File: src/rtl/serial_word_tx.sv
// Parallel-to-serial word transmitter, LSB first, with framing strobes and running mod-3 residue.
// Latency: bit 0 on dout the cycle after accept when idle; div3 result one cycle after the last bit.
// Backpressure: one-entry hold register; din_ready = ~hold_full, hold drains gaplessly at frame end.
module serial_word_tx #(
    parameter int WIDTH = 8
) (
    input  logic             clk,
    input  logic             reset,
    input  logic [WIDTH-1:0] din,
    input  logic             din_valid,
    output logic             din_ready,
    output logic             dout,
    output logic             dout_valid,
    output logic             frame_start,
    output logic             frame_last,
    output logic             div3_valid,
    output logic             div3,
    output logic             busy
);

    localparam int CW = $clog2(WIDTH);
    localparam logic [CW-1:0] LAST_IDX = CW'(WIDTH - 1);

    typedef enum logic {
        S_IDLE  = 1'b0,
        S_SHIFT = 1'b1
    } state_t;

    state_t           state;
    state_t           state_nxt;
    logic [WIDTH-1:0] hold;
    logic             hold_full;
    logic [WIDTH-1:0] sreg;
    logic [CW-1:0]    cnt;
    logic [1:0]       res;
    logic [1:0]       res_nxt;
    logic [1:0]       bit_term;
    logic             active;
    logic             last_bit;
    logic             shifter_free;
    logic             accept;
    logic             load_hold;
    logic             load_din;
    logic             to_hold;

    function automatic logic [1:0] add_mod3(input logic [1:0] a, input logic [1:0] b);
        logic [2:0] s;
        s = {1'b0, a} + {1'b0, b};
        return (s >= 3'd3) ? 2'(s - 3'd3) : s[1:0];
    endfunction

    always_comb begin
        active       = (state == S_SHIFT);
        last_bit     = active && (cnt == LAST_IDX);
        // Shifter can take a new word while idle or while presenting its final bit.
        shifter_free = !active || last_bit;
        accept       = din_valid && !hold_full;
        load_hold    = last_bit && hold_full;
        load_din     = accept && shifter_free;
        to_hold      = accept && !shifter_free;
        // Bit i carries weight 2^i mod 3: 1 on even positions, 2 on odd.
        bit_term     = !dout ? 2'd0 : (cnt[0] ? 2'd2 : 2'd1);
        res_nxt      = add_mod3(res, bit_term);
    end

    always_comb begin
        state_nxt = state;
        if (load_hold || load_din) begin
            state_nxt = S_SHIFT;
        end else if (last_bit) begin
            state_nxt = S_IDLE;
        end
    end

    always_ff @(posedge clk or posedge reset) begin
        if (reset) begin
            state <= S_IDLE;
        end else begin
            state <= state_nxt;
        end
    end

    always_ff @(posedge clk or posedge reset) begin
        if (reset) begin
            sreg       <= '0;
            cnt        <= '0;
            res        <= 2'd0;
            hold       <= '0;
            hold_full  <= 1'b0;
            div3_valid <= 1'b0;
            div3       <= 1'b0;
        end else begin
            div3_valid <= last_bit;
            if (last_bit) begin
                div3 <= (res_nxt == 2'd0);
            end

            if (load_hold) begin
                sreg <= hold;
                cnt  <= '0;
                res  <= 2'd0;
            end else if (load_din) begin
                sreg <= din;
                cnt  <= '0;
                res  <= 2'd0;
            end else if (active) begin
                sreg <= sreg >> 1;
                cnt  <= last_bit ? '0 : cnt + 1'b1;
                res  <= last_bit ? 2'd0 : res_nxt;
            end

            if (load_hold) begin
                hold_full <= 1'b0;
            end else if (to_hold) begin
                hold      <= din;
                hold_full <= 1'b1;
            end
        end
    end

    assign din_ready   = ~hold_full;
    assign dout        = active & sreg[0];
    assign dout_valid  = active;
    assign frame_start = active & (cnt == '0);
    assign frame_last  = last_bit;
    assign busy        = active | hold_full;

endmodule

File: config.mk
export PLATFORM = sky130hd
export DESIGN_NAME = serial_word_tx
export DESIGN_NICKNAME = d
export VERILOG_FILES = /design/src/rtl/serial_word_tx.sv
export SDC_FILE = /design/constraint.sdc
export NUM_CORES = 1
export LEC_CHECK = 0
export BUFFER_PORTS_ARGS = -buffer_cell sky130_fd_sc_hd__buf_2
export CAP_MARGIN = 15
export CORE_MARGIN = 2
export CORE_UTILIZATION = 45
export CTS_BUF_LIST = sky130_fd_sc_hd__clkbuf_2 sky130_fd_sc_hd__clkbuf_4 sky130_fd_sc_hd__clkbuf_8
export DETAILED_ROUTE_END_ITERATION = 8
export GPL_ROUTABILITY_DRIVEN = 0
export SLEW_MARGIN = 20
export SYNTH_ARGS = -nofsm -noshare
export SYNTH_HDL_FRONTEND = slang
export SYNTH_SLANG_ARGS = --single-unit
File: constraint.sdc
create_clock -name clk -period 3.3 [get_ports clk]
set_input_delay 0.165 -clock clk [delete_from_list [all_inputs] [get_ports clk]]
set_output_delay 0.165 -clock clk [all_outputs]
set_load 0.02 [all_outputs]
==> results.toml <==
[global_route]
grt_pass1_vias = 1057
grt_pass1_wl_um = 5037
grtUsageTotal_pct = 19.05
gr-total-overflow = 0
grt_max_degree = 26
antenna_found_initial = 0

[synth]
yosysWarnings = 0
ys_types = 28
ys_ff_latch = 25
yosys-mux-area-fraction_pct = 6.551
synth_top_area_share_pct = 45.50
syn_nets = 157
synth_top_area_cell = "dfrtp_1"
async_flop_share_pct = 100.0
synth_common_cells = "25 x dfrtp_1, 11 x inv_1, 11 x nand2_1, 11 x o22ai_1"
synth-xor-area-share_pct = 0
synthSimpleGateAreaFrac_pct = 14.56
yosys-top-cells-area = "dfrtp_1 45%, mux2_2 6.6%, o22ai_1 5.0%, ha_1 4.5%, o21ai_0 3.3%"
synth_top_family_by_area = "compound AO/OA/AOI/OAI gates"
ys.flop_type = "dfrtp_1"
netlist_instances = 140
syn_area_um2 = 1375
synth_compound_area_share_pct = 21.57
synth.yosys.seq_area_share_pct = 45.50
synth-adder-area-share_pct = 6.005
avgSynthCellArea_um2 = 9.822
yosysMostFrequentCell = "dfrtp_1"
synth_edf_count = 0

[floorplanning]
die_h_um = 59.28
rows = 20
ios = 19
die_area_um2 = 3514
die_w_um = 59.28
start_util_pct = 46.18
fp.coreArea_um2 = 2978

[clocking]
cts.sinks = 25
clock_insertion_delay_worst_skew_ps = 310
cts_tree = "built"
htree_levels = 1
root_buffer = "clkbuf_4"
ctsResizeCount = 0
clock_path_buffers = 2
cts_setup_buffers = 0
cts_buffers = 3
clk_pin_slew_ps = 130
hold_buffers = 0

[drt]
drt-total-wl_um = 2895
drt_iter0_markers = 79
drc = 0
drt_pass1_iterations = 4
wl_per_cell_um = 15.32
antenna_left = 0
via_count = 1081
vias_per_cell = 5.720

[timing]
rsz0062_at_grt = "false"
finClkSkew_ps = 3.239
setup_tns_ps = 0
min_period_over_period_pct = 70.36
slew_viol_final = 0
worstMarginPinSlew_ps = 898.8
slew_headroom_pct = 39.71
hold_viol = 0
fin_ws_ps = 978.0
fin_crit_ps = 2322
finalSetupViolCount = 0
max_freq_mhz = 430.7
whs_ps = 93.64

[worst_hold_path]
holdCritPathClass = "in -> reg"
min_delay_path_depth = 2

[setup_path]
path_max_fanout = 5
crit_chain = "inv_1 -> and2_1 -> ha_1 -> inv_1 -> fa_1 -> inv_1 -> ha_1 -> nor2b_1 -> a21oi_1 -> a21oi_1 -> o21ai_0"
crit_buf_inv = 3
cp-end-kind = "register"
r2r_cells = 11
cpPeakStageDelay_ps = 540
cp_data_arrival_time_ps = 2530
critPathLaunchType = "register"
cp_num_cells = 11
cp_slowest_cell = "fa_1"
setup.worst_path.class = "reg -> reg"
required_ps = 3500
crit_path_frequent_cell = "inv_1"
critPathTopFamily = "adder cells"

[cells_and_area]
nFillCells = 273
drive_above_1_share_pct = 22.44
antenna_cells = 0
syn2layout_area_growth_pct = 10.19
fin_nets = 174
fin_cells = 189

[power]
power.density_nw_per_um2 = 1124
p_leak_nw = 0.6986
vdd_drop_max_mv = 0.4140

[place]
detailed_place_hpwl_um = 2045
pre_cts_ws_ps = 982.2
place_inst = 184
port_buffers = 18

[outcome]
status = "complete, no violations"

[job]
drv_cap = 0
## report_power, final
group	switching [mW]	leakage [nW]	internal, mW
Sequential	0.102	0.299	0.465
Combinational	0.554	0.381	0.441
Clock	0.0858	0.0184	0.0554
## worst paths after layout
check,start,endpoint,slack [ps]
setup / recovery,cnt[0]$_DFFE_PP0P_,div3$_DFFE_PP0P_,980
hold reg to reg,hold[6]$_DFFE_PP0P_,hold[6]$_DFFE_PP0P_,520
setup reg to reg,cnt[0]$_DFFE_PP0P_,div3$_DFFE_PP0P_,980
min in group asynchronous,reset,div3$_DFFE_PP0P_,470
max in group asynchronous,reset,hold[1]$_DFFE_PP0P_,2420
hold / removal,din[4],hold[4]$_DFFE_PP0P_,90
## per-stage QoR
step / total power [mW] / utilization, % / cell area, µm²
floorplan: 1.357 / - / 1375
global placement: 1.537 / 49.54 / 1475
detailed placement: 1.575 / 49.54 / 1475
CTS: 1.720 / 50.55 / 1505
global route: 1.888 / 50.88 / 1515
finish: 1.702 / 50.88 / 1515
## routing by layer
layer / vias up / track usage, % / share of wire [%]
met4: 0 / 6.818 / 0.66
met1: 527 / 26.40 / 48
met3: 2 / 1.965 / 2.6
met5: - / 0 / 0
met2: 19 / 30.93 / 48
li1: 533 / - / -
## area by class of cell
type	instances	area, µm²	share of cell area (%)
Clock buffer	4	30.03	1.982
Inverter	11	41.29	2.725
Multi-Input combinational cell	96	669.4	44.18
Sequential cell	25	625.6	41.29
Tap cell	33	41.29	2.725
Timing Repair Buffer	20	107.6	7.102
## cell usage in the layout, fill, tap and decap left out, types with 2 or more instances in the layout
| master | n |
|---|---|
| o32a_1 | 2 |
| nand2b_1 | 3 |
| a221oi_1 | 5 |
| mux2_2 | 8 |
| nand3b_1 | 5 |
| and2_1 | 2 |
| o31ai_1 | 4 |
| ha_1 | 5 |
| clkbuf_4 | 4 |
| nor2b_1 | 3 |
| nand2_1 | 11 |
| buf_2 | 18 |
| o22ai_1 | 11 |
| dfrtp_1 | 25 |
| a21oi_1 | 5 |
| nor2_1 | 9 |
| a21o_1 | 3 |
| a22o_1 | 3 |
| o21ai_0 | 9 |
| inv_1 | 10 |
## worst register-to-register path: cells and delay by family (launching register included)
family | cells | cell delay, ps
buffers and inverters | 3 | 200
DFF | 1 | 450
AOI/OAI and AO/OA | 3 | 340
adders and majority gates | 3 | 870
and+or+nand+nor | 2 | 360
## kinds of logic (layout without fill, tap and decap cells)
family | count (synthesis) | in the layout
muxes | 8 | 8
AOI/OAI and AO/OA | 44 | 44
DFF | 25 | 25
adders and majority gates | 6 | 6
buffers and inverters | 19 | 35
and+or+nand+nor | 38 | 38
## registers in the layout, indices dropped and copies added (netlist names)
| register | count |
|---|---|
| hold | 8 |
| sreg | 8 |
| cnt | 3 |
| res | 2 |
| div3 | 1 |
| div3_valid | 1 |
| dout_valid | 1 |
| hold_full | 1 |
Note: power is estimated with default switching activity, not from simulation.
